File: config.mk
export PLATFORM = sky130hd
export DESIGN_NAME = voxel_weight_loader
export DESIGN_NICKNAME = d
export VERILOG_FILES = /design/src/rtl/voxel_bin_pkg.sv /design/src/rtl/voxel_weight_loader.sv
export SDC_FILE = /design/constraint.sdc
export NUM_CORES = 1
export LEC_CHECK = 0
export ABC_CLOCK_PERIOD_IN_PS = 2900
export CAP_MARGIN = 0
export CELL_PAD_IN_SITES_DETAIL_PLACEMENT = 0
export CELL_PAD_IN_SITES_GLOBAL_PLACEMENT = 1
export CORE_AREA = 2 2 112 114
export CTS_CLUSTER_DIAMETER = 120
export DETAILED_ROUTE_END_ITERATION = 12
export DIE_AREA = 0 0 114 116
export GPL_TIMING_DRIVEN = 0
export PLACE_DENSITY_LB_ADDON = 0.08
export REMOVE_ABC_BUFFERS = 1
export SYNTH_ARGS = -nofsm -noshare
export SYNTH_HDL_FRONTEND = slang
export SYNTH_SLANG_ARGS = --single-unit
File: constraint.sdc
create_clock -name clk -period 2.9 [get_ports clk]
set_clock_uncertainty 0.1 [all_clocks]
set_input_delay 0.58 -clock clk [delete_from_list [all_inputs] [get_ports clk]]
set_output_delay 0.58 -clock clk [all_outputs]
set_load 0.02 [all_outputs]
File: src/rtl/voxel_bin_pkg.sv
// Shared types and frame constants for the voxel-bin classifier host path.
package voxel_bin_pkg;

  typedef enum logic [2:0] {
    HDR,
    ADDR_HI,
    ADDR_LO,
    DATA,
    PEND
  } loader_state_t;

  localparam int HDR_MARKER_BIT = 7;
  localparam int CLASS_BITS     = 2;
  localparam int FRAME_BYTES    = 4;

  function automatic logic [7:0] sat_inc8(input logic [7:0] v);
    return (v == 8'hFF) ? v : v + 8'd1;
  endfunction

endpackage

File: src/rtl/voxel_weight_loader.sv
// Host weight-update frame parser; issues one broadcast RAM write per valid
// frame, deferred while an inference pass is in flight.
module voxel_weight_loader
  import voxel_bin_pkg::*;
#(
  parameter int NUM_CLASSES    = 4,
  parameter int NUM_CELLS      = 1024,
  parameter int WEIGHT_BITS    = 8,
  parameter int TIMEOUT_CYCLES = 12000
) (
  input  logic                          clk,
  input  logic                          rst_n,
  input  logic [7:0]                    host_data,
  input  logic                          host_valid,
  output logic                          host_ready,
  input  logic                          infer_start,
  input  logic                          infer_done,
  output logic                          ram_we,
  output logic [NUM_CLASSES-1:0]        ram_class_sel,
  output logic [$clog2(NUM_CELLS)-1:0]  ram_addr,
  output logic [WEIGHT_BITS-1:0]        ram_din,
  output logic [15:0]                   wr_count,
  output logic [7:0]                    err_count,
  output logic                          infer_busy
);

  localparam int ADDR_W  = $clog2(NUM_CELLS);
  localparam int TIMER_W = $clog2(TIMEOUT_CYCLES + 1);
  // The address spans every byte between header and weight, so out-of-range
  // high bits are kept and rejected rather than silently truncated.
  localparam int ADDR_LATCH_BITS = 8 * (FRAME_BYTES - 2);

  loader_state_t              state;
  logic [CLASS_BITS-1:0]      cls_q;
  logic [ADDR_LATCH_BITS-1:0] addr_q;
  logic [WEIGHT_BITS-1:0]     data_q;
  logic [TIMER_W-1:0]         gap_timer;

  logic accept;
  logic grant;
  logic frame_ok;
  logic gap_expired;

  assign accept      = host_valid && host_ready;
  // A start pulse in the grant cycle wins: the pass must see the old weights.
  assign grant       = !infer_busy && !infer_start;
  assign frame_ok    = (32'(cls_q) < NUM_CLASSES) && (32'(addr_q) < NUM_CELLS);
  assign gap_expired = (gap_timer == TIMER_W'(1));

  // NOTE: every register here is assigned with <= so all state updates see the
  // same pre-edge values; blocking assignments would make results order-dependent.
  always_ff @(posedge clk or negedge rst_n) begin
    if (!rst_n) begin
      state         <= HDR;
      cls_q         <= '0;
      addr_q        <= '0;
      data_q        <= '0;
      gap_timer     <= '0;
      host_ready    <= 1'b1;
      ram_we        <= 1'b0;
      ram_class_sel <= '0;
      ram_addr      <= '0;
      ram_din       <= '0;
      wr_count      <= '0;
      err_count     <= '0;
      infer_busy    <= 1'b0;
    end else begin
      infer_busy    <= infer_start || (infer_busy && !infer_done);
      ram_we        <= 1'b0;
      ram_class_sel <= '0;

      case (state)
        HDR: begin
          host_ready <= 1'b1;
          if (accept && host_data[HDR_MARKER_BIT]) begin
            cls_q     <= host_data[CLASS_BITS-1:0];
            gap_timer <= TIMER_W'(TIMEOUT_CYCLES);
            state     <= ADDR_HI;
          end
        end

        ADDR_HI: begin
          if (accept) begin
            addr_q[ADDR_LATCH_BITS-1:8] <= host_data;
            gap_timer                   <= TIMER_W'(TIMEOUT_CYCLES);
            state                       <= ADDR_LO;
          end else if (gap_expired) begin
            err_count <= sat_inc8(err_count);
            state     <= HDR;
          end else begin
            gap_timer <= gap_timer - TIMER_W'(1);
          end
        end

        ADDR_LO: begin
          if (accept) begin
            addr_q[7:0] <= host_data;
            gap_timer   <= TIMER_W'(TIMEOUT_CYCLES);
            state       <= DATA;
          end else if (gap_expired) begin
            err_count <= sat_inc8(err_count);
            state     <= HDR;
          end else begin
            gap_timer <= gap_timer - TIMER_W'(1);
          end
        end

        DATA: begin
          if (accept) begin
            data_q <= host_data[WEIGHT_BITS-1:0];
            if (frame_ok) begin
              host_ready <= 1'b0;
              state      <= PEND;
            end else begin
              err_count <= sat_inc8(err_count);
              state     <= HDR;
            end
          end else if (gap_expired) begin
            err_count <= sat_inc8(err_count);
            state     <= HDR;
          end else begin
            gap_timer <= gap_timer - TIMER_W'(1);
          end
        end

        PEND: begin
          host_ready <= 1'b0;
          if (grant) begin
            // host_ready stays low through the write cycle; HDR raises it next.
            ram_we        <= 1'b1;
            ram_class_sel <= NUM_CLASSES'(1) << cls_q;
            ram_addr      <= addr_q[ADDR_W-1:0];
            ram_din       <= data_q;
            wr_count      <= wr_count + 16'd1;
            state         <= HDR;
          end
        end

        default: begin
          host_ready <= 1'b1;
          state      <= HDR;
        end
      endcase
    end
  end

endmodule

Yosys cells after proc, flatten, opt, wreduce, memory -nomap -nowiden. Cells that the tools add are included.

Logic and storage cells: 80. Register bits after elaboration: 92. Input port bits: 13.

Muxes and demuxes: 26. Bitwise gates (word level): 1. Shifts and indexed selects: 1. Equality and inequality tests: 13. Add/sub/neg operators: 3. Reductions and logical operators: 21. $lt $le $gt $ge: 1.

Operators with widths (count): $mux W14 (4); $pmux W14 S3 (1); $mux W8 (5); $mux W3 (7); $add A16 B1 Y16 const B (1); $lt A16 B11 Y1 const B (1); $pmux W8 S2 (1); $pmux W3 S5 (1); $eq A14 B1 Y1 const B (1); $sub A14 B1 Y14 const B (1); $ne A2 B2 Y1 const B (6); $reduce_and A2 Y1 (6); $reduce_and A3 Y1 (3); $add A8 B1 Y8 const B (1); $eq A8 B8 Y1 const B (1); $mux W4 (2); $eq A3 B2 Y1 const B (2); $logic_and A1 B1 Y1 (4); $mux W1 (4); $shl A1 B2 Y4 const A (1); $eq A3 B1 Y1 const B (1); $eq A3 B3 Y1 const B (1); $logic_not A1 Y1 (3); $logic_not A3 Y1 (1); other kinds (7) (7).

Depth between registers and ports, before layout. Gate-level depths: netlist of run 1.

Depth in word-level cells: 5. Gate-level depth with buffers: 8. Gate-level depth less buffers: 7.

Least setup slack after synthesis of run 1. OpenSTA, ideal clock, no wires.

Kind: register to register. Start: register host_ready. End: register err_count[1]. Data required time: 2.675 ns. Setup slack: 0.704 ns. Clock period less this slack: 2.196 ns. Stages on the path, launching flop included: 6. Library setup time: 0.125 ns. Data arrival time: 1.971 ns. Cells stage by stage: dfstp_2 -> nand2_1 -> or4_4 -> o211a_4 -> and2_4 -> mux2_4.

Cells in the longest elaborated chain, start to end: 3. Elaborated cells between the ends (all ways): 6. Those cells by class: 2 x eq/ne; 2 x mux; 2 x reduce/logical.

Ends and longest elaborated chain: start, declared (RTL line voxel_weight_loader.sv:15) `output logic host_ready,`; start signal, assigned (RTL line voxel_weight_loader.sv:59) `host_ready <= 1'b1;`; start signal, assigned (RTL line voxel_weight_loader.sv:74) `host_ready <= 1'b1;`; start signal, assigned (RTL line voxel_weight_loader.sv:112) `host_ready <= 1'b0;`; $logic_and A1 B1 Y1 * (RTL line voxel_weight_loader.sv:44) `assign accept = host_valid && host_ready;`; $ne A3 B3 Y1 (no source line) (tied with other cells); $reduce_and A3 Y1 (no source line) or $pmux W8 S2 (tied branches); end signal, assigned (RTL line voxel_weight_loader.sv:88) `err_count <= sat_inc8(err_count);`; end signal, assigned (RTL line voxel_weight_loader.sv:101) `err_count <= sat_inc8(err_count);`; end signal, assigned (RTL line voxel_weight_loader.sv:115) `err_count <= sat_inc8(err_count);`; end, declared (RTL line voxel_weight_loader.sv:23) `output logic [7:0] err_count,`.

Every way passes the cells marked *; elsewhere a longest branch is shown, timed or not. A chain may end at the register's enable or synchronous reset.

Worst setup path after layout of run 1.
Start: input port infer_start. End: register wr_count[15].

Cells in the longest elaborated chain, start to end: 3.

Ends and longest elaborated chain: start, declared (RTL line voxel_weight_loader.sv:16) `input logic infer_start,`; $logic_not A1 Y1 (RTL line voxel_weight_loader.sv:46) `assign grant = !infer_busy && !infer_start;`; $logic_and A1 B1 Y1 (RTL line voxel_weight_loader.sv:46); $reduce_and A2 Y1 (no source line); end signal, assigned (RTL line voxel_weight_loader.sv:134) `wr_count <= wr_count + 16'd1;`; end, declared (RTL line voxel_weight_loader.sv:22) `output logic [15:0] wr_count,`.

No other way between the ends.

==> key figures, run 1 <==
Timing
  – TNS Setup: 0 ns
  – Max-slew headroom: 53.2%
  – Final setup viols: 0
  – Setup ws final: 0.314 ns
  – Final period utilization: 89.2%
  – Minimum clock period: 2.59 ns
  – Max Freq: 387 MHz
  – Final hold vios: 0
  – RSZ-0062 raised after global routing: false
  – Hold Worst Slack: 0.138 ns
  – Final slew viol count: 0
  – Slew @ Worst Pin: 0.700 ns

Power
  – Clock share of power: 31.7%
  – Internal power: 2.93 mW
  – Power Dens Cells: 802 nW/um^2
  – Lkg Pwr: 2.26 nW
  – P_sw: 1.25 mW
  – Switching share of power: 29.8%
  – Flop pwr share: 43.8%
  – Max VDD drop: 0.000378 V
  – Logic pwr share: 24.5%

Placement
  – Port buffer count: 61
  – Routability cong.: 0.748
  – Hpwl dp: 5.92 mm
  – Placed cell areas: 4870 um^2
  – Place WS: -0.515 ns

Floorplanning
  – Rows: 40
  – IO Count: 62
  – Die X: 114 um
  – Die area: 13,200 um^2
  – Die height: 116 um
  – Core Footprint: 11,900 um^2
  – Starting Density: 34.3%

Clocking
  – CTS H-tree depth: 3
  – Hold_buf cts: 0
  – Post-CTS sizing: 1
  – Num CTS Buffers: 9
  – CTS max path bufs: 2
  – CTS tree: built
  – Worst-Skew Late Latency: 0.34 ns
  – CTS clk-pin slew, worst paths: 0.06 ns
  – Postcts setup bufs: 0
  – Clock sinks: 92
  – Clock Tree Root: clkbuf_16

Setup path
  – R2R setup slack: 0.43 ns
  – CP Launch Type: input pin
  – Crit Path Max Fanout: 24
  – Critical path required time: 3.07 ns
  – Worst EP arrival: 2.75 ns
  – Worst setup EP type: flip-flop
  – Critical path class: in -> reg

Detailed routing
  – Routed WL: 8.81 mm
  – Per-cell routed wire length: 15.0 um
  – 1st-iter DRT viols: 90
  – Via Count: 2,896
  – Post-route ant nets: 0
  – DRT Pass-1 Iters: 4
  – # DRC: 0
  – Vias per cell: 4.93

Finish
  – Post-route cell area: 5210 um^2
  – Fillers: 1,179
  – Nets@finish: 452
  – Number of diodes: 0
  – Layout area overhead: 27.5%
  – Commonest non-fill, non-tap cell in the layout: dfrtp_1
  – Register area: 2300 um^2
  – Share of cells above drive strength 1: 13.4%
  – Multi-input logic area: 1710 um^2
  – Most frequent cells in the layout: dfrtp_1, nand2_1, clkdlybuf4s50_1

Synth
  – Share of synthesized registers carrying an async set or reset: 100%
  – Primary FF master, synth: dfrtp_1
  – Synth Register Bits: 92
  – Seq/Total Area, Yosys: 56.4%
  – Post-synth EDFFs: 0
  – Post-synth cell types: 57
  – Synth Area per Inst: 11.0 um^2
  – Post-synthesis instance area: 4090 um^2
  – Cells after Synth: 371
  – Synth warn: 0

Global routing
  – Initial antenna violation count: 0
  – Overflow after GRT: 0
  – Gr usage total: 14.7%
  – First-pass GRT wire length: 15.1 mm
  – Largest net degree at the start of global routing: 53
  – Vias in the first global route: 2,931

Run status
  – Status: finished clean

Run
  – Max_cap viols: 0

Min path
  – Worst hold path type: in -> async
logic make-up (layout without fill, tap and decap cells):
| group | after synthesis | after routing | share of synthesized area (%) |
|---|---|---|---|
| mux | 28 | 28 | 7.81 |
| xor+xnor | 27 | 27 | 5.79 |
| flops | 92 | 92 | 56.4 |
| simple gates | 169 | 169 | 21.5 |
| fa+ha+maj | 4 | 4 | 1.23 |
| compound gates | 31 | 31 | 5.36 |
| buf+inv | 20 | 89 | 1.90 |
per-stage QoR:
step                      power, mW  utilization [%]  cells
after floorplan                2.54                -    362
after global placement         2.87             40.7    570
after detailed placement       2.89             40.9    571
after CTS                      4.24             43.7    587
after global routing           4.46             43.7    587
final                          4.18             43.7    587
flip-flops by register name (all words and copies together), names as in the netlist, 2 cells and up:
register	flops
data_q	8
ram_class_sel	4
addr_q	16
gap_timer	14
err_count	8
ram_din	8
wr_count	16
cls_q	2
state	3
ram_addr	10
cell usage after synthesis, types with 6 or more instances:
library cell,number,share of area (%)
nand2_1,81,7.4
nor4_1,6,0.92
nand3_1,9,1.1
a21oi_1,8,0.98
mux2_2,26,7.2
dfrtp_1,91,56
xnor2_1,16,3.4
clkbuf_1,6,0.55
and3_1,6,0.92
inv_1,10,0.92
nor2_1,21,1.9
xor2_1,11,2.4
nand4_1,8,1.2
cell type report:
cell class                      count  share of cell area [%]
Multi-Input combinational cell    259                    32.9
Clock inverter                      5                    1.92
Inverter                           11                   0.817
Clock buffer                       11                    4.47
Sequential cell                    92                    44.2
Timing Repair Buffer               62                    12.2
Tap cell                          147                    3.53
worst paths after layout:
check | cells past startpoint | end | from
min reg2reg | 1 | wr_count[15] | wr_count[15]
max | 6 | wr_count[15] | infer_start
min in group clk | 1 | wr_count[15] | wr_count[15]
max reg2reg | 4 | wr_count[15] | state[2]
min | 1 | wr_count[3] | rst_n
max in group asynchronous | 2 | host_ready | rst_n
power groups by stage:
stage / Clock, mW / Combinational [mW] / Sequential (mW)
2_1_floorplan: 0 / 0.693 / 1.84
3_3_place_gp: 0 / 1.02 / 1.85
3_5_place_dp: 0 / 1.04 / 1.85
4_1_cts: 1.36 / 1.05 / 1.83
5_1_grt: 1.42 / 1.15 / 1.88
6_report: 1.32 / 1.03 / 1.83
layer usage:
metal  GRT usage, %  vias up  routed length [um]
met5              0        -                   0
met4           6.67        0                 168
met3           4.39       12                 426
met2           21.9       53                4010
met1           19.9     1422                4200
li1               -     1409                   -
worst max-delay path: stages:
cell,delay [ns]
clkdlybuf4s50_1,0.45
nor2_1,0.26
nand3_4,0.33
or4_1,0.69
nor4_1,0.26
xor2_1,0.17
No activity file was read; power rests on OpenSTA's default activity.
==> run 2, diff against run 1 <==
--- a/config.mk
+++ b/config.mk
@@ -9,10 +9,10 @@
 export CAP_MARGIN = 0
 export CELL_PAD_IN_SITES_DETAIL_PLACEMENT = 0
 export CELL_PAD_IN_SITES_GLOBAL_PLACEMENT = 1
-export CORE_AREA = 2 2 112 114
+export CORE_AREA = 2 2 102 124
 export CTS_CLUSTER_DIAMETER = 120
 export DETAILED_ROUTE_END_ITERATION = 12
-export DIE_AREA = 0 0 114 116
+export DIE_AREA = 0 0 104 126
 export GPL_TIMING_DRIVEN = 0
 export PLACE_DENSITY_LB_ADDON = 0.08
 export REMOVE_ABC_BUFFERS = 1
==> run 2 against run 1 <==
- clock-buffer cell count unchanged
- sequential share of layout area increased by 0.30 points
- sequential power about the same
- maximum frequency decreased by 1.3%
- global-route usage about the same
- non-clock buffer count unchanged
- critical path type unchanged
- highest routed layer unchanged
==> key figures, run 2 (same netlist as run 1, synthesis figures left out) <==
Setup path
  – Critical path's top delay family: simple AND/OR/NAND/NOR gates
  – Critical-path cell list: clkdlybuf4s50_1 -> nor2_1 -> nand3_4 -> or4_1 -> nor4_1 -> xor2_1
  – Worst R2R End: wr_count[12]
  – Worst EP arrival: 2.78 ns
  – Critical path class: in -> reg
  – R2R setup slack: 0.45 ns
  – Critical path required time: 3.06 ns
  – CP Launch Type: input pin
  – Worst setup EP type: flip-flop
  – CP max stage delay: 0.69 ns
  – Critical path's slowest cell: or4_1
  – Buf/Inv on CP: 1
  – Worst R2R Start: state[2]
  – R2R cell count: 5
  – Crit Path Max Fanout: 24

Run
  – Max_cap viols: 0

Clocking
  – Worst-Skew Late Latency: 0.34 ns
  – CTS clk-pin slew, worst paths: 0.06 ns
  – Clock Tree Root: clkbuf_16
  – Clock sinks: 92
  – Post-CTS sizing: 2
  – Postcts setup bufs: 0
  – CTS tree: built
  – Hold_buf cts: 0
  – CTS max path bufs: 2
  – CTS H-tree depth: 3
  – Num CTS Buffers: 9

Min path
  – Worst hold path type: in -> async

Detailed routing
  – Via Count: 2,939
  – 1st-iter DRT viols: 124
  – Post-route ant nets: 0
  – # DRC: 0
  – Routed WL: 8.98 mm
  – Per-cell routed wire length: 14.9 um
  – Vias per cell: 4.89
  – DRT Pass-1 Iters: 4

Finish
  – Most frequent cells in the layout: dfrtp_1, nand2_1, clkdlybuf4s50_1
  – Commonest non-fill, non-tap cell in the layout: dfrtp_1
  – Number of diodes: 0
  – Non-filler cells, final: 601
  – Share of cells above drive strength 1: 13.6%
  – Layout area overhead: 26.7%
  – Nets@finish: 452
  – Largest regs: addr_q x16, wr_count x16, gap_timer x14

Timing
  – Final setup viols: 0
  – Max-slew headroom: 52.1%
  – TNS Setup: 0 ns
  – Slew @ Worst Pin: 0.716 ns
  – Final period utilization: 90.3%
  – Final slew viol count: 0
  – Minimum clock period: 2.62 ns
  – RSZ-0062 raised after global routing: false
  – Final hold vios: 0
  – Max Freq: 382 MHz

Power
  – Max VDD drop: 0.000317 V
  – Power Dens Cells: 766 nW/um^2
  – Lkg Pwr: 2.22 nW

Global routing
  – Overflow after GRT: 0
  – GRT busiest layer: met2
  – Met3 usage: 3.00%
  – Initial antenna violation count: 0
  – Gr usage total: 14.7%
  – Vias in the first global route: 3,094
  – First-pass GRT wire length: 15.5 mm
  – Largest net degree at the start of global routing: 53
  – Met2 layer usage reported by global route: 25.3%
  – GR Util met1: 18.4%

Floorplanning
  – Die X: 104 um
  – IO Count: 62
  – Die height: 126 um
  – Core Footprint: 11,900 um^2
  – Die area: 13,100 um^2
  – Rows: 44
  – Starting Density: 34.4%

Placement
  – Placed Instances: 585
  – Hpwl dp: 6.17 mm
  – Routability cong.: 0.725
  – Port buffer count: 61

Run status
  – Status: finished clean
==> run 2: how the worst max path moves through the flow <==
| stage | start | cells past startpoint | endpoint | slack, ns |
|---|---|---|---|---|
| finish | infer_start | 6 | wr_count[15] | 0.28 |
| global route | infer_start | 6 | wr_count[15] | 0.07 |
| CTS | infer_start | 6 | wr_count[15] | 0.21 |
| detailed placement | infer_start | 7 | wr_count[5] | -0.51 |
| global placement | rst_n | 1 | ram_din[5] | -2.55 |
| floorplan | infer_start | 5 | wr_count[15] | 0.68 |
==> run 2: metrics by stage <==
stage               setup slack, ns  cell area (um^2)  total power, mW  hold WS [ns]  util (%)
finish                        0.280              5170             3.97         0.132      43.5
global route                 0.0717              5170             4.23         0.169      43.5
CTS                           0.214              5170             4.03         0.151      43.5
detailed placement           -0.507              4890             2.91         0.354      41.1
global placement              -2.55              4860             2.88         0.344      40.9
floorplan                     0.677              4050             2.54         0.184         -
==> run 2: layer usage <==
| layer | part of all wire, % | wire length (um) |
|---|---|---|
| met5 | 0 | 0 |
| met4 | 1.4 | 127 |
| met3 | 2.5 | 222 |
| met2 | 51 | 4550 |
| met1 | 45 | 4080 |
==> run 2: power by group <==
group | total, mW | switching [mW] | leakage [nW] | internal, mW
logic | 1.04 | 0.523 | 0.940 | 0.515
clock network | 1.10 | 0.494 | 0.132 | 0.606
registers | 1.83 | 0.252 | 1.15 | 1.57
total | 3.97 | 1.27 | 2.22 | 2.70
==> run 2: cell type report <==
type,instances,area [um^2]
sequential,92,2300
timing repair buffer,62,636
inverter,11,42.5
clock buffer,11,243
fill,1214,6720
tap,161,201
clock inverter,5,37.5
multi-input combinational,259,1710
